[src/rtl/pwm_freq_meter_pkg.sv]
// Shared definitions for the PWM frequency meter: FSM state encoding and parameter defaults.
package pwm_freq_meter_pkg;

   typedef enum logic [2:0] {
      IDLE = 3'd0,
      ARM  = 3'd1,
      MEAS = 3'd2,
      DIV  = 3'd3,
      DUTY = 3'd4,
      DONE = 3'd5
   } state_e;

   localparam int unsigned SOURCE_CLK_DEF = 25_000_000;
   localparam int unsigned PERIOD_W_DEF   = 26;
   localparam int unsigned FREQ_W_DEF     = 11;
   localparam int unsigned TIMEOUT_DEF    = 25_000_000;

endpackage

[src/rtl/pwm_freq_meter_seq_divider.sv]
// Unsigned restoring divider, one quotient bit per cycle; start reloads, done pulses once.
module seq_divider #(
   parameter int unsigned W = 26
) (
   input  logic         clk,
   input  logic         rst,
   input  logic         start,
   input  logic [W-1:0] dividend,
   input  logic [W-1:0] divisor,
   output logic [W-1:0] quotient,
   output logic         done
);
   localparam int unsigned CW = $clog2(W + 1);

   logic [W-1:0]  rem_q, rem_d, quo_q, quo_d;
   logic [CW-1:0] cnt_q, cnt_d;
   logic          run_q, run_d, done_q, done_d;
   logic [W:0]    shifted, diff;

   always_comb begin
      shifted = {rem_q, quo_q[W-1]};
      diff    = shifted - {1'b0, divisor};
      rem_d   = rem_q;
      quo_d   = quo_q;
      cnt_d   = cnt_q;
      run_d   = run_q;
      done_d  = 1'b0;
      if (start) begin
         rem_d = '0;
         quo_d = dividend;
         cnt_d = CW'(W);
         run_d = 1'b1;
      end else if (run_q) begin
         // Bit W of the difference is the borrow: set means the trial subtraction failed.
         if (!diff[W]) begin
            rem_d = diff[W-1:0];
            quo_d = {quo_q[W-2:0], 1'b1};
         end else begin
            rem_d = shifted[W-1:0];
            quo_d = {quo_q[W-2:0], 1'b0};
         end
         cnt_d = cnt_q - 1'b1;
         if (cnt_q == CW'(1)) begin
            run_d  = 1'b0;
            done_d = 1'b1;
         end
      end
   end

   always_ff @(posedge clk) begin
      if (rst) begin
         rem_q  <= '0;
         quo_q  <= '0;
         cnt_q  <= '0;
         run_q  <= 1'b0;
         done_q <= 1'b0;
      end else begin
         rem_q  <= rem_d;
         quo_q  <= quo_d;
         cnt_q  <= cnt_d;
         run_q  <= run_d;
         done_q <= done_d;
      end
   end

   assign quotient = quo_q;
   assign done     = done_q;

endmodule

[src/rtl/pwm_freq_meter.sv]
// Measures period, high time and frequency of pwm_in against sys_clk.
// Define DUTY_CALC_EN to build the duty-cycle stage (reuses the divider); otherwise duty is 0.
module pwm_freq_meter
   import pwm_freq_meter_pkg::*;
#(
   parameter int unsigned SOURCE_CLK = SOURCE_CLK_DEF,
   parameter int unsigned PERIOD_W   = PERIOD_W_DEF,
   parameter int unsigned FREQ_W     = FREQ_W_DEF,
   parameter int unsigned TIMEOUT    = TIMEOUT_DEF
) (
   input  logic                sys_clk,
   input  logic                sys_rst,
   input  logic                pwm_in,
   input  logic                meas_en,
   output logic [PERIOD_W-1:0] period,
   output logic [PERIOD_W-1:0] pulse,
   output logic [FREQ_W-1:0]   freq,
   output logic [6:0]          duty,
   output logic                valid,
   output logic                ovf,
   output logic                timeout,
   output logic                busy
);
`ifdef DUTY_CALC_EN
   localparam int unsigned DIV_W = PERIOD_W + 7;
`else
   localparam int unsigned DIV_W = PERIOD_W;
`endif
   localparam logic [DIV_W-1:0]    SRC = DIV_W'(SOURCE_CLK);
   localparam logic [PERIOD_W-1:0] TMO = PERIOD_W'(TIMEOUT);

   state_e              state_q, state_d;
   logic                sync1_q, sync1_d, sync2_q, sync2_d;
   logic [PERIOD_W-1:0] cnt_q, cnt_d, hi_q, hi_d;
   logic [PERIOD_W-1:0] period_r_q, period_r_d, pulse_r_q, pulse_r_d;
   logic                start_q, start_d;
   logic [PERIOD_W-1:0] period_q, period_d, pulse_q, pulse_d;
   logic [FREQ_W-1:0]   freq_q, freq_d;
   logic                valid_q, valid_d, ovf_q, ovf_d, timeout_q, timeout_d, busy_q, busy_d;
   logic                rise, fin, tmo, fovf, div_done;
   logic [FREQ_W-1:0]   fq;
   logic [DIV_W-1:0]    div_a, div_q;
`ifdef DUTY_CALC_EN
   logic [FREQ_W-1:0]   freq_r_q, freq_r_d;
   logic                ovf_r_q, ovf_r_d;
   logic [6:0]          duty_q, duty_d, dq;
   logic [DIV_W-1:0]    prod;

   assign prod  = DIV_W'(pulse_r_q) * DIV_W'(100);
   assign dq    = (div_q > DIV_W'(100)) ? 7'd100 : div_q[6:0];
   assign div_a = (state_q == DUTY) ? prod : SRC;
`else
   assign div_a = SRC;
`endif

   assign fovf = |div_q[DIV_W-1:FREQ_W];
   assign fq   = fovf ? '1 : div_q[FREQ_W-1:0];

   seq_divider #(.W(DIV_W)) u_div (
      .clk      (sys_clk),
      .rst      (sys_rst),
      .start    (start_q),
      .dividend (div_a),
      .divisor  (DIV_W'(period_r_q)),
      .quotient (div_q),
      .done     (div_done)
   );

   always_comb begin
      sync1_d    = pwm_in;
      sync2_d    = sync1_q;
      rise       = sync1_q & ~sync2_q;
      state_d    = state_q;
      cnt_d      = cnt_q;
      hi_d       = hi_q;
      period_r_d = period_r_q;
      pulse_r_d  = pulse_r_q;
      start_d    = 1'b0;
      period_d   = period_q;
      pulse_d    = pulse_q;
      freq_d     = freq_q;
      ovf_d      = ovf_q;
      timeout_d  = timeout_q;
      valid_d    = 1'b0;
      fin        = 1'b0;
      tmo        = 1'b0;
`ifdef DUTY_CALC_EN
      freq_r_d   = freq_r_q;
      ovf_r_d    = ovf_r_q;
      duty_d     = duty_q;
`endif
      case (state_q)
         IDLE: if (meas_en) begin
            state_d = ARM;
            cnt_d   = '0;
         end
         ARM: begin
            if (!meas_en)          state_d = IDLE;
            else if (rise) begin
               state_d = MEAS;
               cnt_d   = PERIOD_W'(1);
               hi_d    = PERIOD_W'(1);
            end
            else if (cnt_q == TMO) tmo = 1'b1;
            else                   cnt_d = cnt_q + 1'b1;
         end
         MEAS: begin
            if (!meas_en) state_d = IDLE;
            else if (rise) begin
               period_r_d = cnt_q;
               pulse_r_d  = hi_q;
               start_d    = 1'b1;
               state_d    = DIV;
            end
            else if (cnt_q == TMO) tmo = 1'b1;
            else begin
               cnt_d = cnt_q + 1'b1;
               hi_d  = hi_q + PERIOD_W'(sync1_q);
            end
         end
         DIV: begin
            if (!meas_en) state_d = IDLE;
            else if (div_done) begin
`ifdef DUTY_CALC_EN
               freq_r_d = fq;
               ovf_r_d  = fovf;
               start_d  = 1'b1;
               state_d  = DUTY;
`else
               fin = 1'b1;
`endif
            end
         end
`ifdef DUTY_CALC_EN
         DUTY: begin
            if (!meas_en) state_d = IDLE;
            else if (div_done) begin
               duty_d = dq;
               fin    = 1'b1;
            end
         end
`endif
         DONE: begin
            state_d = meas_en ? ARM : IDLE;
            cnt_d   = '0;
         end
         default: state_d = IDLE;
      endcase
      if (fin) begin
         period_d  = period_r_q;
         pulse_d   = pulse_r_q;
`ifdef DUTY_CALC_EN
         freq_d    = freq_r_q;
         ovf_d     = ovf_r_q;
`else
         freq_d    = fq;
         ovf_d     = fovf;
`endif
         timeout_d = 1'b0;
         valid_d   = 1'b1;
         state_d   = DONE;
      end
      if (tmo) begin
         period_d  = '0;
         pulse_d   = '0;
         freq_d    = '0;
         ovf_d     = 1'b0;
         timeout_d = 1'b1;
`ifdef DUTY_CALC_EN
         duty_d    = '0;
`endif
         valid_d   = 1'b1;
         state_d   = DONE;
      end
      busy_d = (state_d != IDLE);
   end

   always_ff @(posedge sys_clk) begin
      if (sys_rst) begin
         state_q    <= IDLE;
         sync1_q    <= 1'b0;
         sync2_q    <= 1'b0;
         cnt_q      <= '0;
         hi_q       <= '0;
         period_r_q <= '0;
         pulse_r_q  <= '0;
         start_q    <= 1'b0;
         period_q   <= '0;
         pulse_q    <= '0;
         freq_q     <= '0;
         valid_q    <= 1'b0;
         ovf_q      <= 1'b0;
         timeout_q  <= 1'b0;
         busy_q     <= 1'b0;
`ifdef DUTY_CALC_EN
         freq_r_q   <= '0;
         ovf_r_q    <= 1'b0;
         duty_q     <= '0;
`endif
      end else begin
         state_q    <= state_d;
         sync1_q    <= sync1_d;
         sync2_q    <= sync2_d;
         cnt_q      <= cnt_d;
         hi_q       <= hi_d;
         period_r_q <= period_r_d;
         pulse_r_q  <= pulse_r_d;
         start_q    <= start_d;
         period_q   <= period_d;
         pulse_q    <= pulse_d;
         freq_q     <= freq_d;
         valid_q    <= valid_d;
         ovf_q      <= ovf_d;
         timeout_q  <= timeout_d;
         busy_q     <= busy_d;
`ifdef DUTY_CALC_EN
         freq_r_q   <= freq_r_d;
         ovf_r_q    <= ovf_r_d;
         duty_q     <= duty_d;
`endif
      end
   end

   assign period  = period_q;
   assign pulse   = pulse_q;
   assign freq    = freq_q;
   assign valid   = valid_q;
   assign ovf     = ovf_q;
   assign timeout = timeout_q;
   assign busy    = busy_q;
`ifdef DUTY_CALC_EN
   assign duty    = duty_q;
`else
   assign duty    = '0;
`endif

endmodule

[config.mk]
export PLATFORM = sky130hd
export DESIGN_NAME = pwm_freq_meter
export DESIGN_NICKNAME = d
export VERILOG_FILES = /design/src/rtl/pwm_freq_meter_pkg.sv /design/src/rtl/pwm_freq_meter_seq_divider.sv /design/src/rtl/pwm_freq_meter.sv
export SDC_FILE = /design/constraint.sdc
export NUM_CORES = 1
export LEC_CHECK = 0
export ABC_CLOCK_PERIOD_IN_PS = 4100
export CAP_MARGIN = 20
export CORE_MARGIN = 10
export CORE_UTILIZATION = 30
export CTS_CLUSTER_DIAMETER = 200
export DETAILED_ROUTE_END_ITERATION = 8
export DONT_BUFFER_PORTS = 1
export PLACE_DENSITY = 0.51
export SYNTH_ARGS = -nofsm -noshare
export SYNTH_HDL_FRONTEND = slang
export SYNTH_HIERARCHICAL = 1
export SYNTH_SLANG_ARGS = --single-unit
[constraint.sdc]
create_clock -name sys_clk -period 4.1 [get_ports sys_clk]
set_clock_uncertainty 0.1 [all_clocks]
set_input_delay 0.615 -clock sys_clk [delete_from_list [all_inputs] [get_ports sys_clk]]
set_output_delay 0.615 -clock sys_clk [all_outputs]
set_load 0.005 [all_outputs]
# Yosys cells after proc, flatten, opt, wreduce, memory -nomap -nowiden
# Cells that the tools add are included.
# classes
addsub	4
n_eq_ne	12
mux	46
n_bitwise	5
reduce_logical	15
# ops
cell	n
two-way mux 26 bit	12
one-hot mux 26 bit (4 select lines)	1
one-hot mux 26 bit (2 select lines)	1
two-way mux 25 bit	2
subtractor 27 x 26 -> 27 bit	1
adder 26 x 1 -> 26 bit	1
adder 26 x 1 -> 26 bit (second input constant)	1
equality test 26 x 25 -> 1 bit (second input constant)	1
two-way mux 3 bit	8
two-way mux 1 bit	18
one-hot mux 3 bit (5 select lines)	1
OR reduction 15 bit	1
inequality test 2 bit (second input constant)	6
two-way mux 11 bit	1
two-way mux 5 bit	2
equality test 3 x 2 -> 1 bit (second input constant)	2
AND reduction 6 bit	1
nonzero test 2 bit	3
OR reduction 2 bit	3
OR reduction 3 bit	2
equality test 5 x 1 -> 1 bit (second input constant)	1
AND reduction 5 bit	1
subtractor 5 x 1 -> 5 bit (second input constant)	1
NOT 1 bit	4
7 further kinds	7
# totals
regBits	236
in_bits	4
out_inout_bits	74
word_cells	104

# Longest topological paths before layout
# logic_depth
depth_word	8
ltp_mapped	14
mapped_depth_nobuf	12

# Hierarchy
# The synthesis kept the hierarchy.
# modules_own_cells
mod	instances	cells_per_inst	area_per_inst_um2	seq_area_each_um2
pwm_freq_meter	1	888	7254.5	3543.4
seq_divider	1	533	4172.8	1181.1

# Worst setup path after synthesis
# OpenSTA, ideal clock, no wires.
# synth_path
kind	register -> register
start	register u_div.quo_q[25] (netlist: u_div/quotient[25])
end	register u_div.rem_q[6]
setup_ns	0.133
t_arrival_ns	2.671
required_ns	3.867
setup_slack_ns	1.196
path_stages_with_launch	15
path_buffers	2
synth_period_minus_slack_ns	2.904
cell_sequence	dfxtp_1 inv_1 ha_1 inv_1 fa_1 a21o_1 a221o_1 a21oi_2 o21ai_2 a31oi_4 xnor2_1 buf_6 buf_6 mux2i_1 a21oi_1
# synth_between
elab_chain_cells	2
# synth_rtl
item	line	rtl
start: declaration	pwm_freq_meter_seq_divider.sv:15	logic [W-1:0] rem_q, rem_d, quo_q, quo_d;
start signal: assignment	pwm_freq_meter_seq_divider.sv:59	quo_q <= quo_d;
subtractor 27 x 26 -> 27 bit	pwm_freq_meter_seq_divider.sv:22	diff = shifted - {1'b0, divisor};
two-way mux 26 bit	pwm_freq_meter_seq_divider.sv:35	if (!diff[W]) begin
end signal: assignment	pwm_freq_meter_seq_divider.sv:58	rem_q <= rem_d;
end: declaration	pwm_freq_meter_seq_divider.sv:15	
# Every way passes these cells.
# A chain may end at the register's enable or synchronous reset.

# Worst setup path in the final report
# layout_path
start	register period_r_q[0]
end	register u_div.rem_q[23]
# layout_between
elab_chain_cells	2
# layout_rtl
item	line	rtl
start: declaration	pwm_freq_meter.sv:35	logic [PERIOD_W-1:0] period_r_q, period_r_d, pulse_r_q, pulse_r_d;
start signal: assignment	pwm_freq_meter.sv:206	period_r_q <= period_r_d;
subtractor 27 x 26 -> 27 bit	pwm_freq_meter_seq_divider.sv:22	
two-way mux 26 bit	pwm_freq_meter_seq_divider.sv:35	
# Every way passes these cells.

==> reports/metrics.cfg <==
[worst_setup_path]
worstSetupEndpoint = u_div/rem_q[23]
crit_type = reg -> reg
r2r_cells = 12
critPathRequiredTime_ns = 4.42
worst_setup_path_start_kind = register
regToRegSetupSlack_ns = 0.83
worst_ep_arrival_time_ns = 3.59
worstPathMaxFanout = 16
r2r-end = u_div/rem_q[23]
end_kind = register
r2r_start = period_r_q[0]
cp-startpoint = period_r_q[0]

[hold_path]
hold_path.class = in -> reg
holdPathStages = 1

[cells_and_area]
layout.nets = 1438
layout-drive-gt1-share = 0.0748
areaGrowthSynthToFinish_pct = 11.5
fill_cells = 3993

[clocking]
cts_sinks = 236
cts_made_buffers = 28
cts_resized = 0
cts_buffer_depth = 3
clkTransAtPathRegs_ns = 0.06
ctsHoldBuffers = 0
worst_skew_pair.late_latency_ns = 0.56
root_buffer = clkbuf_16
cts_setup_buffers = 0
tritoncts = yes
htree_levels = 1

[pwr]
p_leak_nw = 4.52
power_w = 0.00491
intPower_w = 0.00385
p_switching_w = 0.00106
irDropWorstVdd_mv = 0.298
combPwrFrac = 0.019
clockPowerShare = 0.512
p_seq_frac = 0.469
p_per_area_nw_per_um2 = 386
p_sw_frac = 0.216

[routing]
dr_total_vias = 9473
via_per_inst = 4.91
m1WireLength_mm = 14.2
final_antenna_net_count = 0
routedWlPerCell_um = 15.4
wl_met3_mm = 1.26
dr.pass1.iters = 5
drc = 0
drt-initial-drc-count = 564
routed_wl_mm = 29.7
highest_layer = met4
routed-wl-met2_mm = 13.8

[placed_design]
gp_congestion = 0.818
post-dp-hpwl_mm = 20.4
port_buffers = 0

[global_routing]
grt-ovfl-total = 0
grt_usage = 0.124
antenna_found_initial = 1
grt_pass1_vias = 9005
grt_pass1_wl_mm = 48.8
grt_max_degree = 102

[job]
cap_violations = 0

[logic_synthesis]
yosysTopAreaCell = dfxtp_1
seq_area_frac_synth = 0.413
synth_most_common_cell = nand2_1
yosys-top-cells-count = nand2_1 (264), dfxtp_1 (236), a21oi_1 (171)
syn_area_um2 = 11400
postSynth.asyncResetShare = 0
yosysTopAreaCellShare = 0.413
ys_ff_latch = 236
synth_cell_types = 79
synth_cells = 1421
synth_edf_count = 0
post_synth.cell_area_avg_um2 = 8.04
ys.flop_type = dfxtp_1
synth.area.top_cells = dfxtp_1 (41%), nand2_1 (8.7%), a21oi_1 (7.5%), nor2_1 (4.9%), mux2i_1 (3.9%)
ys_warn_count = 6

[die]
ios = 78
die_x_um = 215
row_count = 71
coreArea_um2 = 37700
initial_core_util = 0.303
die_h_um = 215
die-area_um2 = 46300

[timing]
rsz0062_at_grt = no
hold_slack_ns = 0.0797
worst-slew-pin-transition_ns = 1.05
setup_tns_ns = 0
fin_crit_ns = 3.27
maxSlewViolCount = 0
fmax_ghz = 0.306
hold_viol_final = 0
setup_viol = 0
slew_headroom = 0.293
finalCritPeriodShare = 0.798

[status]
status = complete, no violations

## registers in the layout, summed over array words and instances, names as in the netlist, 3 cells and up
| signal | cells |
|---|---|
| pulse_r_q | 26 |
| u_div/rem_q | 26 |
| u_div/quotient | 26 |
| u_div/cnt_q | 5 |
| state_q | 3 |
| hi_q | 26 |
| pulse | 26 |
| period | 26 |
| period_r_q | 26 |
| freq | 11 |
| cnt_q | 26 |
## final cells by class
class	count	area, um2	area share
Sequential cell	236	4730	0.371
Antenna cell	1	2.50	0.000196
Clock buffer	38	788	0.0618
Timing Repair Buffer	15	125	0.00982
Inverter	47	176	0.0138
Clock inverter	9	148	0.0116
Multi-Input combinational cell	1073	6140	0.482
Tap cell	511	639	0.0502
## power groups by stage
stage               clock network, W  logic [W]  registers, W
finish                       0.00251  0.0000954       0.00230
global route                 0.00269   0.000107       0.00230
CTS                          0.00260  0.0000957       0.00230
detailed placement                 0  0.0000954       0.00235
global placement                   0  0.0000948       0.00235
floorplan                          0   0.000102       0.00235
## routing by layer
layer,up-vias,global-route usage
li1,4816,-
met1,4487,0.165
met2,136,0.203
met3,34,0.0222
met4,0,0.0322
met5,-,0
## critical path, stage by stage (launching register included)
cell      delay, ns
dfxtp_1        0.37
ha_1           0.18
inv_1          0.05
fa_1           0.40
a21o_1         0.21
a221o_1        0.36
a21oi_2        0.21
o21ai_2        0.12
a31oi_4        0.22
xnor2_2        0.21
buf_4          0.35
mux2i_1        0.24
a211oi_1       0.09
## logic make-up (layout without fill, tap and decap cells)
| group | after synthesis | after routing | share of synthesized area |
|---|---|---|---|
| other | 2 | 34 | 0.000657 |
| AND/OR/NAND/NOR | 576 | 576 | 0.226 |
| buffers and inverters | 143 | 109 | 0.0613 |
| XOR/XNOR | 64 | 64 | 0.0491 |
| multiplexers | 46 | 46 | 0.0414 |
| AO/OA/AOI/OAI | 321 | 321 | 0.171 |
| flip-flops | 236 | 236 | 0.413 |
| adder cells (fa/ha/maj) | 33 | 33 | 0.0368 |
## through the flow
stage	instance area, um2	utilization	std cells	setup slack, ns
after global placement	11800	0.313	1882	0.903
after CTS	12700	0.338	1929	0.815
final	12700	0.338	1930	0.828
after floorplan	11500	-	1452	1.20
after global routing	12700	0.338	1930	0.562
after detailed placement	11800	0.313	1882	0.829
## how the worst min path moves through the flow
| stage | from | end | slack, ns |
|---|---|---|---|
| 6_report | sys_rst | period_r_q[22] | 0.08 |
| 5_1_grt | sys_rst | period_r_q[22] | 0.04 |
| 3_5_place_dp | pulse_r_q[17] | pulse[17] | 0.35 |
| 2_1_floorplan | pulse_r_q[10] | pulse[10] | 0.33 |
| 3_3_place_gp | pulse_r_q[7] | pulse[7] | 0.34 |
| 4_1_cts | sys_rst | period_r_q[22] | 0.03 |
## layout by cell type, fill, tap and decap left out, types with 7 or more instances in the layout
master / Yosys / layout
a21o_1: 8 / 8
a21oi_1: 171 / 171
a21oi_2: 21 / 21
dfxtp_1: 236 / 234
nor2_1: 148 / 147
nor2b_1: 9 / 9
conb_1: 2 / 33
mux2i_1: 45 / 45
nor3_1: 20 / 20
and3_1: 13 / 12
nand4_1: 17 / 17
or3_1: 9 / 9
o211ai_1: 7 / 7
inv_1: 45 / 45
o22ai_1: 12 / 12
xor2_1: 18 / 18
nand2_1: 264 / 264
xnor2_1: 46 / 45
clkbuf_16: 0 / 28
ha_1: 32 / 32
o21ai_0: 45 / 45
buf_4: 7 / 14
nor4_1: 24 / 24
nand3_1: 31 / 30
Power figures use the tool's default switching activity.
